### config.mk
export PLATFORM = sky130hd
export DESIGN_NAME = dmem_port_arb_flat
export DESIGN_NICKNAME = d
export VERILOG_FILES = /design/src/rtl/dmem_port_arb_pkg.sv /design/src/rtl/dmem_port_arb_if.sv /design/src/rtl/dmem_store_merge.sv /design/src/rtl/dmem_port_arb.sv /design/src/flat_wrapper.sv
export SDC_FILE = /design/constraint.sdc
export NUM_CORES = 1
export LEC_CHECK = 0
export CORE_MARGIN = 4
export CORE_UTILIZATION = 37
export DETAILED_ROUTE_END_ITERATION = 8
export PLACE_DENSITY = 0.77
export SLEW_MARGIN = 20
export SYNTH_ARGS = -nofsm -noshare
export SYNTH_HDL_FRONTEND = slang
export SYNTH_SLANG_ARGS = --single-unit
### constraint.sdc
create_clock -name clk_i -period 2.6 [get_ports clk_i]
set_input_delay 0.52 -clock clk_i [delete_from_list [all_inputs] [get_ports clk_i]]
set_output_delay 0.52 -clock clk_i [all_outputs]
set_load 0.05 [all_outputs]
### src/rtl/dmem_port_arb_pkg.sv
// Shared constants for the data-memory port arbiter: width, func3 codes,
// return-tag encodings and the access legality check.
package dmem_port_arb_pkg;

    localparam int DMEM_XLEN = 32;

    // Load/store func3 codes (loads and stores share encodings).
    localparam logic [2:0] F3_LB  = 3'b000;
    localparam logic [2:0] F3_LH  = 3'b001;
    localparam logic [2:0] F3_LW  = 3'b010;
    localparam logic [2:0] F3_LBU = 3'b100;
    localparam logic [2:0] F3_LHU = 3'b101;
    localparam logic [2:0] F3_SB  = 3'b000;
    localparam logic [2:0] F3_SH  = 3'b001;
    localparam logic [2:0] F3_SW  = 3'b010;

    // Owner of the word arriving on the RAM read bus this cycle.
    localparam logic [1:0] R_NONE = 2'd0;
    localparam logic [1:0] R_IF   = 2'd1;
    localparam logic [1:0] R_LD   = 2'd2;
    localparam logic [1:0] R_RMW  = 2'd3;

    // True for a misaligned access or an undefined func3; both are
    // answered immediately without touching the RAM.
    function automatic logic is_bad_access(input logic       we,
                                           input logic [2:0] func3,
                                           input logic [1:0] offset);
        logic bad;
        if (we) begin
            case (func3)
                F3_SB:   bad = 1'b0;
                F3_SH:   bad = offset[0];
                F3_SW:   bad = |offset;
                default: bad = 1'b1;
            endcase
        end else begin
            case (func3)
                F3_LB, F3_LBU: bad = 1'b0;
                F3_LH, F3_LHU: bad = offset[0];
                F3_LW:         bad = |offset;
                default:       bad = 1'b1;
            endcase
        end
        return bad;
    endfunction

endpackage

### src/rtl/dmem_port_arb_if.sv
// Bundle of the fetch, MEM-stage and RAM signals around the arbiter.
// Signal suffixes are from the arbiter's point of view.
interface dmem_port_arb_if #(parameter int XLEN = dmem_port_arb_pkg::DMEM_XLEN);

    // Instruction fetch
    logic            if_req_i;
    logic [XLEN-1:0] if_addr_i;
    logic            if_gnt_o;
    logic            if_rvalid_o;
    logic [XLEN-1:0] if_rdata_o;

    // MEM pipeline stage
    logic            mem_re_i;
    logic            mem_we_i;
    logic [XLEN-1:0] mem_addr_i;
    logic [XLEN-1:0] mem_wdata_i;
    logic [2:0]      mem_func3_i;
    logic [XLEN-1:0] mem_rdata_o;
    logic            mem_done_o;
    logic            mem_misalign_o;
    logic            stall_o;

    // Single-port RAM
    logic [XLEN-1:0] ram_addr_o;
    logic            ram_we_o;
    logic [XLEN-1:0] ram_wdata_o;
    logic [XLEN-1:0] ram_rdata_i;

    // Arbiter side.
    modport slave (
        input  if_req_i, if_addr_i,
        input  mem_re_i, mem_we_i, mem_addr_i, mem_wdata_i, mem_func3_i,
        input  ram_rdata_i,
        output if_gnt_o, if_rvalid_o, if_rdata_o,
        output mem_rdata_o, mem_done_o, mem_misalign_o, stall_o,
        output ram_addr_o, ram_we_o, ram_wdata_o
    );

    // Requester and RAM side.
    modport master (
        output if_req_i, if_addr_i,
        output mem_re_i, mem_we_i, mem_addr_i, mem_wdata_i, mem_func3_i,
        output ram_rdata_i,
        input  if_gnt_o, if_rvalid_o, if_rdata_o,
        input  mem_rdata_o, mem_done_o, mem_misalign_o, stall_o,
        input  ram_addr_o, ram_we_o, ram_wdata_o
    );

endinterface

### src/rtl/dmem_store_merge.sv
// Combinational byte/half lane merge for memories without byte enables.
module dmem_store_merge
    import dmem_port_arb_pkg::*;
#(
    parameter int XLEN = DMEM_XLEN
) (
    input  logic [XLEN-1:0] old_word_i,
    input  logic [XLEN-1:0] wdata_i,
    input  logic [2:0]      func3_i,
    input  logic [1:0]      offset_i,
    output logic [XLEN-1:0] merged_o
);

    // Replace the addressed lane of the old word with right-justified store data.
    always_comb begin
        merged_o = old_word_i;
        case (func3_i)
            F3_SB:   merged_o[{offset_i, 3'b000} +: 8]     = wdata_i[7:0];
            F3_SH:   merged_o[{offset_i[1], 4'b0000} +: 16] = wdata_i[15:0];
            F3_SW:   merged_o = wdata_i;
            default: merged_o = old_word_i;
        endcase
    end

endmodule

### src/rtl/dmem_port_arb.sv
// Shares one 1-cycle-latency single-port RAM between instruction fetch and
// the MEM stage; SB/SH become read-modify-write, MEM has priority over IF.
module dmem_port_arb
    import dmem_port_arb_pkg::*;
#(
    parameter int XLEN = DMEM_XLEN
) (
    input logic             clk_i,
    input logic             rst_i,
    dmem_port_arb_if.slave  bus
);

    logic [1:0]      ret_q, ret_d;
    logic [XLEN-1:0] held_addr_q, held_addr_d;
    logic [XLEN-1:0] held_wdata_q, held_wdata_d;
    logic [2:0]      held_func3_q, held_func3_d;

    logic            mem_req, mem_bad;
    logic [XLEN-1:0] if_word_addr, mem_word_addr, held_word_addr, merged_word;

    logic            ram_we, if_gnt, if_rvalid, mem_done, mem_misalign;
    logic [XLEN-1:0] ram_addr, ram_wdata, if_rdata, mem_rdata;

    assign mem_req        = bus.mem_re_i | bus.mem_we_i;
    assign mem_bad        = is_bad_access(bus.mem_we_i, bus.mem_func3_i, bus.mem_addr_i[1:0]);
    assign if_word_addr   = {bus.if_addr_i[XLEN-1:2], 2'b00};
    assign mem_word_addr  = {bus.mem_addr_i[XLEN-1:2], 2'b00};
    assign held_word_addr = {held_addr_q[XLEN-1:2], 2'b00};

    dmem_store_merge #(.XLEN(XLEN)) u_store_merge (
        .old_word_i (bus.ram_rdata_i),
        .wdata_i    (held_wdata_q),
        .func3_i    (held_func3_q),
        .offset_i   (held_addr_q[1:0]),
        .merged_o   (merged_word)
    );

    // Route returning read data and pick the one RAM access for this cycle.
    always_comb begin
        // NOTE: every signal written here gets a default first, so no path can infer a latch.
        ret_d        = R_NONE;
        held_addr_d  = held_addr_q;
        held_wdata_d = held_wdata_q;
        held_func3_d = held_func3_q;
        ram_we       = 1'b0;
        ram_addr     = '0;
        ram_wdata    = '0;
        if_gnt       = 1'b0;
        if_rvalid    = 1'b0;
        if_rdata     = '0;
        mem_done     = 1'b0;
        mem_misalign = 1'b0;
        mem_rdata    = '0;

        if (ret_q == R_LD) begin
            mem_rdata = bus.ram_rdata_i;
            mem_done  = 1'b1;
        end
        if (ret_q == R_IF) begin
            if_rvalid = 1'b1;
            if_rdata  = bus.ram_rdata_i;
        end

        if (ret_q == R_RMW) begin
            // Second half of SB/SH: write back the merged word.
            ram_we    = 1'b1;
            ram_addr  = held_word_addr;
            ram_wdata = merged_word;
            mem_done  = 1'b1;
        end else if (mem_req && ret_q != R_LD) begin
            if (mem_bad) begin
                mem_done     = 1'b1;
                mem_misalign = 1'b1;
            end else if (bus.mem_we_i && bus.mem_func3_i == F3_SW) begin
                ram_we    = 1'b1;
                ram_addr  = mem_word_addr;
                ram_wdata = bus.mem_wdata_i;
                mem_done  = 1'b1;
            end else if (bus.mem_we_i) begin
                ram_addr     = mem_word_addr;
                held_addr_d  = bus.mem_addr_i;
                held_wdata_d = bus.mem_wdata_i;
                held_func3_d = bus.mem_func3_i;
                ret_d        = R_RMW;
            end else begin
                ram_addr = mem_word_addr;
                ret_d    = R_LD;
            end
        end else if (bus.if_req_i) begin
            if_gnt   = 1'b1;
            ram_addr = if_word_addr;
            ret_d    = R_IF;
        end
    end

    // Return tag and RMW holding registers; reset drops any pending RMW write.
    always_ff @(posedge clk_i) begin
        // NOTE: non-blocking assignments so every register samples pre-edge values.
        if (rst_i) begin
            ret_q        <= R_NONE;
            held_addr_q  <= '0;
            held_wdata_q <= '0;
            held_func3_q <= '0;
        end else begin
            ret_q        <= ret_d;
            held_addr_q  <= held_addr_d;
            held_wdata_q <= held_wdata_d;
            held_func3_q <= held_func3_d;
        end
    end

    // All outputs are forced low while reset is asserted.
    assign bus.ram_we_o       = ram_we & ~rst_i;
    assign bus.ram_addr_o     = rst_i ? '0 : ram_addr;
    assign bus.ram_wdata_o    = rst_i ? '0 : ram_wdata;
    assign bus.if_gnt_o       = if_gnt & ~rst_i;
    assign bus.if_rvalid_o    = if_rvalid & ~rst_i;
    assign bus.if_rdata_o     = rst_i ? '0 : if_rdata;
    assign bus.mem_done_o     = mem_done & ~rst_i;
    assign bus.mem_misalign_o = mem_misalign & ~rst_i;
    assign bus.mem_rdata_o    = rst_i ? '0 : mem_rdata;
    assign bus.stall_o        = mem_req & ~mem_done & ~rst_i;

endmodule
### src/flat_wrapper.sv
// flat-port wrapper written by rule: the top's interface ports become plain ports
module dmem_port_arb_flat import dmem_port_arb_pkg::*;
#(
    parameter int XLEN = DMEM_XLEN
)
  (clk_i, rst_i, bus_if_req_i, bus_if_addr_i, bus_mem_re_i, bus_mem_we_i, bus_mem_addr_i, bus_mem_wdata_i, bus_mem_func3_i, bus_ram_rdata_i, bus_if_gnt_o, bus_if_rvalid_o, bus_if_rdata_o, bus_mem_rdata_o, bus_mem_done_o, bus_mem_misalign_o, bus_stall_o, bus_ram_addr_o, bus_ram_we_o, bus_ram_wdata_o);
  dmem_port_arb_if #(.XLEN(XLEN)) bus_i ();
  input logic clk_i;
  input logic rst_i;
  input wire logic [$bits(bus_i.if_req_i)-1:0] bus_if_req_i;
  input wire logic [$bits(bus_i.if_addr_i)-1:0] bus_if_addr_i;
  input wire logic [$bits(bus_i.mem_re_i)-1:0] bus_mem_re_i;
  input wire logic [$bits(bus_i.mem_we_i)-1:0] bus_mem_we_i;
  input wire logic [$bits(bus_i.mem_addr_i)-1:0] bus_mem_addr_i;
  input wire logic [$bits(bus_i.mem_wdata_i)-1:0] bus_mem_wdata_i;
  input wire logic [$bits(bus_i.mem_func3_i)-1:0] bus_mem_func3_i;
  input wire logic [$bits(bus_i.ram_rdata_i)-1:0] bus_ram_rdata_i;
  output wire logic [$bits(bus_i.if_gnt_o)-1:0] bus_if_gnt_o;
  output wire logic [$bits(bus_i.if_rvalid_o)-1:0] bus_if_rvalid_o;
  output wire logic [$bits(bus_i.if_rdata_o)-1:0] bus_if_rdata_o;
  output wire logic [$bits(bus_i.mem_rdata_o)-1:0] bus_mem_rdata_o;
  output wire logic [$bits(bus_i.mem_done_o)-1:0] bus_mem_done_o;
  output wire logic [$bits(bus_i.mem_misalign_o)-1:0] bus_mem_misalign_o;
  output wire logic [$bits(bus_i.stall_o)-1:0] bus_stall_o;
  output wire logic [$bits(bus_i.ram_addr_o)-1:0] bus_ram_addr_o;
  output wire logic [$bits(bus_i.ram_we_o)-1:0] bus_ram_we_o;
  output wire logic [$bits(bus_i.ram_wdata_o)-1:0] bus_ram_wdata_o;
  assign bus_i.if_req_i = bus_if_req_i;
  assign bus_i.if_addr_i = bus_if_addr_i;
  assign bus_i.mem_re_i = bus_mem_re_i;
  assign bus_i.mem_we_i = bus_mem_we_i;
  assign bus_i.mem_addr_i = bus_mem_addr_i;
  assign bus_i.mem_wdata_i = bus_mem_wdata_i;
  assign bus_i.mem_func3_i = bus_mem_func3_i;
  assign bus_i.ram_rdata_i = bus_ram_rdata_i;
  assign bus_if_gnt_o = bus_i.if_gnt_o;
  assign bus_if_rvalid_o = bus_i.if_rvalid_o;
  assign bus_if_rdata_o = bus_i.if_rdata_o;
  assign bus_mem_rdata_o = bus_i.mem_rdata_o;
  assign bus_mem_done_o = bus_i.mem_done_o;
  assign bus_mem_misalign_o = bus_i.mem_misalign_o;
  assign bus_stall_o = bus_i.stall_o;
  assign bus_ram_addr_o = bus_i.ram_addr_o;
  assign bus_ram_we_o = bus_i.ram_we_o;
  assign bus_ram_wdata_o = bus_i.ram_wdata_o;
  dmem_port_arb #(.XLEN(XLEN)) u_core (.clk_i(clk_i), .rst_i(rst_i), .bus(bus_i));
endmodule
After elaboration in Yosys (flattened, before gate mapping)
Index checks and enable logic that the tools add are counted.
{ "totals": {"elab_cells": 83, "out_inout_bits": 134, "register_bits": 69} }
{ "classes": {"eq_ne": 10, "bitwise_logic": 13, "reduce_logical": 9, "shift": 4, "addsub": 2, "mux": 41} }
{ "ops": {"columns": ["op", "count"], "rows": [
  ["$mux 32", 14],
  ["$pmux 32 s3", 1],
  ["$bwmux 32", 2],
  ["$shift 16x7->32 const A", 1],
  ["$shift 8x7->32 const A", 1],
  ["$shiftx 16x7->32", 1],
  ["$shiftx 8x7->32", 1],
  ["$mux 1", 19],
  ["$neg 5->7", 2],
  ["$reduce_or 2->1", 4],
  ["$and 1x1->1", 7],
  ["$eq 3x1->1 const B", 2],
  ["$eq 3x2->1 const B", 2],
  ["$eq 3x3->1 const B", 2],
  ["$logic_not 3->1", 2],
  ["$mux 2", 3],
  ["$pmux 1 s3", 2],
  ["$not 1->1", 5],
  ["$reduce_and 5->1", 1],
  ["$eq 2x2->1 const B", 2],
  ["$eq 2x1->1 const B", 1],
  ["$logic_and 1x1->1", 2],
  ["$ne 2x2->1 const B", 1],
  ["$or 1x1->1", 1]
]} }

Longest topological paths before layout
Gate-level depths: netlist of the first run.
{ "depth": {"ltp_word": 10, "depth_mapped": 9, "depth_no_buf": 6} }

Modules after synthesis
From an unflattened synthesis of the first run, not the netlist that was laid out.
{ "hier_totals": {"cells_unflattened": 947, "area_unflattened_um2": 6967.9} }
{ "modules_own_cells": {"columns": ["mod", "area_each_um2", "seq_area_each_um2", "n_inst", "cells_each"], "rows": [
  ["dmem_port_arb", 4951.0, 1381.3, 1, 671],
  ["dmem_store_merge", 2016.9, 0.0, 1, 276]
]} }

Worst setup path before layout of the first run
Ideal clock, no wire load.
{ "synth_path": {"kind": "register to output", "start": "reg u_core.held_addr_q[1]", "end": "out bus_ram_wdata_o[31]", "stages_incl_launch_ff": 9, "path_slack_ps": -1141, "arrival_ps": 3221, "cell_sequence": "dfxtp_1 -> clkbuf_1 -> clkbuf_1 -> inv_1 -> ha_1 -> nor4bb_1 -> clkbuf_1 -> a31oi_1 -> a311oi_1"} }
{ "synth_via": {"elab_chain_len": 6, "elab_cells_between_ends": 11, "classes_between": "2 x add/sub; 4 x shift; 5 x mux"} }
{ "synth_rtl": {"columns": ["element", "line", "rtl"], "rows": [
  ["from (decl)", "dmem_port_arb.sv:14", "logic [XLEN-1:0] held_addr_q, held_addr_d;"],
  ["from (signal assigned)", "dmem_port_arb.sv:106", "held_addr_q <= held_addr_d;"],
  ["$neg 5->7, on equally long branches", "dmem_store_merge.sv:19, dmem_store_merge.sv:18", null],
  ["$shiftx 16x7->32, or another cell as far along", "dmem_store_merge.sv:19", "F3_SH: merged_o[{offset_i[1], 4'b0000} +: 16] = wdata_i[15:0];"],
  ["$bwmux 32, on equally long branches", "dmem_store_merge.sv:19, dmem_store_merge.sv:18", null],
  ["$pmux 32 s3 *", "dmem_store_merge.sv:17", "case (func3_i)"],
  ["$mux 32 *", "dmem_port_arb.sv:64", "if (ret_q == R_RMW) begin"],
  ["$mux 32 *", "dmem_port_arb.sv:115", "assign bus.ram_wdata_o = rst_i ? '0 : ram_wdata;"],
  ["to (decl)", "flat_wrapper.sv:27", "output wire logic [$bits(bus_i.ram_wdata_o)-1:0] bus_ram_wdata_o;"]
]} }
Every way passes the cells marked *; elsewhere a longest branch is shown, timed or not.

Worst setup path in the final report of the first run
{ "layout_path": {"start": "in bus_mem_addr_i[1]", "end": "out bus_ram_addr_o[30]"} }
{ "layout_via": {"elab_chain_len": 7, "elab_cells_between_ends": 8, "classes_between": "7 x mux; 1 x reduce/logical"} }
{ "layout_rtl": {"columns": ["element", "line", "rtl"], "rows": [
  ["from (decl)", "flat_wrapper.sv:14", "input wire logic [$bits(bus_i.mem_addr_i)-1:0] bus_mem_addr_i;"],
  ["$reduce_or 2->1 *", "dmem_port_arb_pkg.sv:33, dmem_port_arb_pkg.sv:40", null],
  ["$pmux 1 s3, on equally long branches", "dmem_port_arb_pkg.sv:37, dmem_port_arb_pkg.sv:30", null],
  ["$mux 1 *", "dmem_port_arb_pkg.sv:29", "if (we) begin"],
  ["$mux 32 *", "dmem_port_arb.sv:71", "if (mem_bad) begin"],
  ["$mux 32 *", "dmem_port_arb.sv:70", "end else if (mem_req && ret_q != R_LD) begin"],
  ["$mux 32 *", "dmem_port_arb.sv:64", null],
  ["$mux 32 *", "dmem_port_arb.sv:114", "assign bus.ram_addr_o = rst_i ? '0 : ram_addr;"],
  ["to (decl)", "flat_wrapper.sv:25", "output wire logic [$bits(bus_i.ram_addr_o)-1:0] bus_ram_addr_o;"]
]} }
Marks and branches as above.

==> results of run 1 <==
## power by group
part | leakage (nW) | switching [mW] | internal [mW]
registers | 0.563 | 0.0548 | 1.10
logic | 3.67 | 0.885 | 0.765
clock network | 0.153 | 0.501 | 0.837
total | 4.39 | 1.44 | 2.70
## worst paths after layout
path         cells past startpoint                 endpoint                     from
max                              9       bus_ram_addr_o[30]        bus_mem_addr_i[1]
min                              2  u_core.held_wdata_q[22]  u_core.held_wdata_q[22]
max reg2reg                      5    u_core.held_addr_q[9]          u_core.ret_q[1]
min reg2reg                      2  u_core.held_wdata_q[22]  u_core.held_wdata_q[22]
## layer usage
metal | routed length [um] | vias to the layer above | part of all wire (%)
met2 | 17000 | 859 | 48
met4 | 2920 | 0 | 8.2
met3 | 4120 | 266 | 12
met5 | 0 | - | 0
met1 | 11600 | 3920 | 33
li1 | - | 3362 | -
## Yosys cell counts (9+ instances only)
master and count:
a211oi_1 10, a21oi_1 80, a221oi_1 34, a31oi_1 22, and2_1 59, and3_1 12
buf_2 14, clkbuf_1 51, dfxtp_1 69, inv_1 9, nand2_1 141, nor2_1 61
nor2b_1 10, nor3_1 41, o21ai_0 24
## logic make-up (layout without fill, tap and decap cells)
family | count (synthesis) | after routing | synth area share, %
AND/OR/NAND/NOR | 362 | 362 | 34.0
AO/OA/AOI/OAI | 230 | 230 | 30.1
buffers and inverters | 83 | 409 | 7.32
adder cells (fa/ha/maj) | 5 | 5 | 1.21
multiplexers | 3 | 3 | 0.582
flip-flops | 69 | 69 | 26.8
other | 1 | 2 | 0.0726
## registers in the layout, summed over array words and instances (netlist names)
name                 count
u_core.held_wdata_q     32
u_core.ret_q             2
u_core.held_addr_q      32
u_core.held_func3_q      3
## layout by cell type, fill, tap and decap left out, types with 4 or more instances in the layout
| cell type | netlist | layout |
|---|---|---|
| a21oi_1 | 80 | 71 |
| a222oi_1 | 6 | 6 |
| o21ai_2 | 0 | 4 |
| a2111oi_4 | 0 | 6 |
| clkdlybuf4s50_1 | 0 | 125 |
| nor2b_1 | 10 | 10 |
| a221oi_4 | 0 | 20 |
| and3_4 | 0 | 9 |
| o21ai_0 | 24 | 15 |
| buf_12 | 0 | 147 |
| a211oi_4 | 1 | 9 |
| ha_4 | 0 | 4 |
| buf_6 | 4 | 25 |
| nor3_4 | 0 | 33 |
| o21ai_1 | 0 | 5 |
| nand2b_1 | 5 | 4 |
| nand2_1 | 141 | 141 |
| nor3_1 | 41 | 6 |
| clkbuf_16 | 0 | 9 |
| and2_1 | 59 | 58 |
| a31oi_1 | 22 | 12 |
| nor4_1 | 7 | 4 |
| dfxtp_1 | 69 | 65 |
| nand3b_1 | 7 | 7 |
| buf_16 | 0 | 4 |
| nor2_2 | 0 | 4 |
| a31oi_4 | 0 | 9 |
| a21o_2 | 0 | 4 |
| a221oi_2 | 1 | 15 |
| o22ai_1 | 6 | 6 |
| nor2_1 | 61 | 55 |
| a21oi_4 | 0 | 9 |
| inv_1 | 9 | 6 |
| buf_4 | 5 | 76 |
## critical path, stage by stage
cell	delay, ns
buf_6	0.09
or4_4	0.57
a221oi_4	0.37
buf_6	0.18
buf_12	0.13
buf_4	0.12
a221oi_2	0.08
nor3_2	0.19
buf_12	0.17
## layout make-up
type / instances / area [sq um] / share of cell area [%]
repair buffers: 384 / 5220 / 42.3
multi-input cells: 602 / 5170 / 41.9
flip-flops and latches: 69 / 1390 / 11.3
clock buffers: 11 / 233 / 1.89
well taps: 176 / 220 / 1.78
clock inverters: 5 / 75.1 / 0.608
inverters: 9 / 41.3 / 0.334
## through the flow
step / power (mW) / setup TNS (ns)
finish: 4.14 / -15.97
CTS: 3.98 / -10.42
global placement: 2.50 / -27.78
detailed placement: 2.52 / -29.63
global route: 4.23 / -18.85
floorplan: 1.81 / -5.93
## what timing repair did
item,in CTS,in global routing
setup buffers,21,11
setup endpoints to repair,86,69
pin swaps,68,52
resized for setup,139,61
gates cloned,5,1
==> results.py, run 1 <==
metrics = {
    "floorplanning": {
        "initial_core_util_pct": 38.4,
        "die_area_sq_um": 15900,
        "placementRows": 42,
        "chipHeight_um": 126,
        "io_pins": 270,
        "die_w_um": 126,
        "core_sq_um": 13500,
    },
    "setup_path": {
        "cp-end-kind": "output pin",
        "cp.arrival_ns": 2.44,
        "critical_path.startpoint_type": "input port",
        "critPathMaxFanout": 7,
        "reg2reg_slack_ns": 0.77,
        "critical_path_required_ns": 2.08,
        "crit_type": "input port to output pin",
    },
    "sta": {
        "hold_ws_ns": 0.462,
        "max_slew_margin_pct": 55.0,
        "worstMarginPinSlew_ns": 0.669,
        "slew_viol_final": 0,
        "fin_skew_ns": 0.00555,
        "final.setup.worst_slack_ns": -0.360,
        "finalSetupViolCount": 64,
        "grt_setup_unrepaired": "yes",
        "final_hold_viol_count": 0,
        "fin_crit_ns": 2.96,
        "period_share_pct": 114,
        "max_freq_mhz": 338,
    },
    "synthesis": {
        "synth-seq-cells": 69,
        "async_flop_share_pct": 0,
        "synthCells": 753,
        "synthFlopType": "dfxtp_1",
        "synth_top_cell_area_share_pct": 26.8,
        "yosys_warnings": 0,
        "netlist-cell-type-count": 58,
        "synth_edf_count": 0,
        "ys_seq_area_share_pct": 26.8,
        "synth_area_leaders": "dfxtp_1 27%, nand2_1 10%, a21oi_1 7.8%",
        "synth_top_cell_by_area": "dfxtp_1",
        "synth_area_sq_um": 5160,
        "synth_area_per_cell_sq_um": 6.86,
    },
    "detailed_routing": {
        "drc_errors": 0,
        "vias": 8407,
        "vias_per_cell": 6.69,
        "drtIter0Drc": 1003,
        "routed_wl_um": 35700,
        "ant_nets": 0,
        "wl_per_cell_um": 28.4,
        "firstDrtPassIters": 7,
    },
    "finish": {
        "fin_cells": 1256,
        "final_core_util_pct": 91.8,
        "finish.net_count": 1216,
        "layout-drive-gt1-share_pct": 42.1,
        "n_fill_cell": 480,
        "syn_to_final_growth_pct": 139,
        "antenna_cells": 0,
        "design_area_sq_um": 12300,
    },
    "power_and_ir_drop": {
        "powerDensity_nw_per_um2": 336,
        "peakVddDrop_v": 0.000450,
        "leakagePower_nw": 4.39,
    },
    "cts": {
        "ctsHoldBuffers": 0,
        "clockBufferDepth": 2,
        "clockRootBuffer": "clkbuf_16",
        "cts.clk_slew.worst_paths_ns": 0.06,
        "cts_made_buffers": 9,
        "clock_latency_ns": 0.34,
        "cts_tree": "done",
        "cts.htree.levels": 3,
        "clock_sinks": 69,
    },
    "place": {
        "place_hpwl_um": 19700,
        "post-place-cells": 1214,
        "portBuffers": 265,
        "gp_congestion": 0.928,
        "pre_cts_slack_ns": -0.562,
        "placed_area_sq_um": 10800,
    },
    "global_routing": {
        "top_usage_layer": "met2",
        "grtUsageMet1_pct": 42.1,
        "met3_usage_pct": 9.36,
        "overflow": 0,
        "grt_use_total_pct": 38.4,
        "grt_pass1_wl_um": 48600,
        "met2_usage_pct": 67.4,
        "grt_pass1_vias": 8512,
        "antenna_found_initial": 0,
        "grt_start_max_net_pins": 46,
    },
    "status": {
        "status": "finished with violations",
        "violations": "setup timing",
    },
    "job": {
        "maxCapViolations": 0,
    },
    "worst_hold_path": {
        "hp-class": "flip-flop to flip-flop",
    },
}
Note: power is estimated with default switching activity, not from simulation.
==> inputs of run 2 (changes only) <==
--- a/config.mk
+++ b/config.mk
@@ -5,10 +5,11 @@
 export SDC_FILE = /design/constraint.sdc
 export NUM_CORES = 1
 export LEC_CHECK = 0
+export CORE_ASPECT_RATIO = 1.4
 export CORE_MARGIN = 4
-export CORE_UTILIZATION = 37
+export CORE_UTILIZATION = 30
 export DETAILED_ROUTE_END_ITERATION = 8
-export PLACE_DENSITY = 0.77
+export PLACE_DENSITY = 0.64
 export SLEW_MARGIN = 20
 export SYNTH_ARGS = -nofsm -noshare
 export SYNTH_HDL_FRONTEND = slang
==> run 2 against run 1 <==
Effect of this change: the run still ends with setup timing left; wire length shrank 26%; count of clock-buffer cells in the layout shrank 1; sequential cell count is the same; critical path type unchanged; critical endpoint is now bus_ram_wdata_o[31]; largest cell class unchanged; largest power group unchanged; highest routed layer unchanged.
==> results.py, run 2 (same netlist as run 1, synthesis figures left out) <==
metrics = {
    "status": {
        "status": "finished with violations",
        "violations": "setup timing",
    },
    "setup_path": {
        "reg2reg_slack_ns": 0.93,
        "crit_slowest_cell": "or4_4",
        "rr_startpoint": "u_core.ret_q[1]",
        "crit_type": "input port to output pin",
        "startpoint": "bus_mem_addr_i[1]",
        "critical_path.startpoint_type": "input port",
        "rr_worst_depth": 7,
        "cp-endpoint": "bus_ram_wdata_o[31]",
        "critical_path_required_ns": 2.08,
        "critPathMaxFanout": 2,
        "cpPeakStageDelay_ns": 0.56,
        "crit_chain": "buf_6 > or4_4 > buf_6 > a211oi_4 > buf_6 > a21oi_4 > a311oi_4 > buf_12",
        "cp-end-kind": "output pin",
        "cp.arrival_ns": 2.38,
        "cp_common_cell": "buf_6",
        "reg2reg_to": "u_core.held_addr_q[23]",
    },
    "global_routing": {
        "grt_use_total_pct": 26.7,
        "grt_start_max_net_pins": 62,
        "antenna_found_initial": 0,
        "overflow": 0,
        "grt_pass1_wl_um": 41000,
        "grt_pass1_vias": 7406,
    },
    "detailed_routing": {
        "vias_per_cell": 5.61,
        "drc_errors": 0,
        "routed_wl_um": 26600,
        "wl_per_cell_um": 20.9,
        "ant_nets": 0,
        "vias": 7128,
        "firstDrtPassIters": 5,
        "drtIter0Drc": 465,
    },
    "floorplanning": {
        "core_sq_um": 16800,
        "die_area_sq_um": 19400,
        "initial_core_util_pct": 30.7,
        "placementRows": 56,
        "chipHeight_um": 163,
        "io_pins": 270,
        "die_w_um": 119,
    },
    "power_and_ir_drop": {
        "peakVddDrop_v": 0.000255,
        "netSwitchingFraction_pct": 31.7,
        "leakagePower_nw": 4.30,
        "power_frac_seq_pct": 28.1,
        "p_int_mw": 2.78,
        "power_frac_clock_pct": 34.7,
        "powerDensity_nw_per_um2": 337,
        "p_sw_mw": 1.29,
        "combPwrFrac_pct": 37.2,
    },
    "sta": {
        "final.setup.worst_slack_ns": -0.302,
        "worstMarginPinSlew_ns": 0.498,
        "max_freq_mhz": 345,
        "grt_setup_unrepaired": "yes",
        "fin_skew_ns": 0.00556,
        "fin_crit_ns": 2.90,
        "period_share_pct": 112,
        "max_slew_margin_pct": 66.7,
        "final_hold_viol_count": 0,
        "finalSetupViolCount": 63,
        "slew_viol_final": 0,
    },
    "finish": {
        "layout_commonest_cell": "buf_12",
        "antenna_cells": 0,
        "finish.net_count": 1203,
        "design_area_sq_um": 12100,
        "final_core_util_pct": 72.0,
        "reg_top3": "u_core.held_addr_q x32, u_core.held_wdata_q x32, u_core.held_func3_q x3",
        "syn_to_final_growth_pct": 134,
        "layout_common_cells": "152 x buf_12, 141 x nand2_1, 125 x clkdlybuf4s50_1",
        "layout-drive-gt1-share_pct": 40.6,
    },
    "cts": {
        "clockBufferDepth": 2,
        "clockRootBuffer": "clkbuf_16",
        "cts_tree": "done",
        "cts.htree.levels": 3,
        "cts.clk_slew.worst_paths_ns": 0.05,
        "ctsHoldBuffers": 0,
        "cts_made_buffers": 9,
        "clock_latency_ns": 0.34,
        "clock_sinks": 69,
    },
    "place": {
        "place_hpwl_um": 19200,
        "gp_congestion": 0.930,
        "pre_cts_slack_ns": -0.572,
        "placed_area_sq_um": 10700,
        "portBuffers": 265,
    },
    "job": {
        "maxCapViolations": 0,
    },
    "worst_hold_path": {
        "hp-class": "flip-flop to flip-flop",
    },
}
-- run 2: what timing repair did --
item                                    in CTS  in global routing
setup buffers                               21                  6
gates resized for setup                    122                 45
gates cloned                                 4                  0
hold endpoints to repair                     0                  0
pin swaps                                   41                 32
endpoints found under the setup margin      67                 65
-- run 2: through the flow --
step	instances	power, mW	hold slack (ns)	TNS (ns)
detailed placement	1225	2.52	0.447	-33.52
global route	1270	4.21	0.471	-14.72
global placement	1225	2.50	0.443	-32.99
floorplan	754	1.81	0.432	-5.93
finish	1270	4.08	0.455	-11.17
CTS	1266	4.07	0.455	-11.84
-- run 2: power by group through the flow --
stage               combinational, mW  clock (mW)  sequential, mW
finish                           1.52        1.41            1.15
global route                     1.59        1.47            1.15
CTS                              1.49        1.44            1.14
detailed placement               1.35           0            1.16
global placement                 1.34           0            1.16
floorplan                       0.661           0            1.15
-- run 2: worst min path at each step --
| stage | start | to | slack (ns) | cells past startpoint |
|---|---|---|---|---|
| CTS | u_core.held_addr_q[14] | u_core.held_addr_q[14] | 0.45 | 2 |
| floorplan | u_core.held_wdata_q[24] | u_core.held_wdata_q[24] | 0.43 | 2 |
| global placement | u_core.held_addr_q[6] | u_core.held_addr_q[6] | 0.44 | 2 |
| global route | u_core.held_addr_q[8] | u_core.held_addr_q[8] | 0.47 | 2 |
| finish | u_core.held_addr_q[14] | u_core.held_addr_q[14] | 0.45 | 2 |
| detailed placement | u_core.held_addr_q[14] | u_core.held_addr_q[14] | 0.45 | 2 |
-- run 2: layout make-up --
class	count	area, sq um
Inverter	9	45.0
Tap cell	203	254
Sequential cell	69	1390
Clock inverter	6	111
Fill cell	1189	4710
Multi-Input combinational cell	602	4970
Clock buffer	10	229
Timing Repair Buffer	371	5110
-- run 2: critical path, delay by kind of cell --
kind	cells	cell delay, ns
AOI/OAI and AO/OA	3	0.71
buffers and inverters	4	0.58
and+or+nand+nor	1	0.56
-- run 2: layer usage --
layer / global-route usage, % / routed length (um)
met5: 0 / 0
met4: 11.5 / 1010
met3: 7.20 / 2000
met2: 49.5 / 14200
met1: 28.1 / 9400
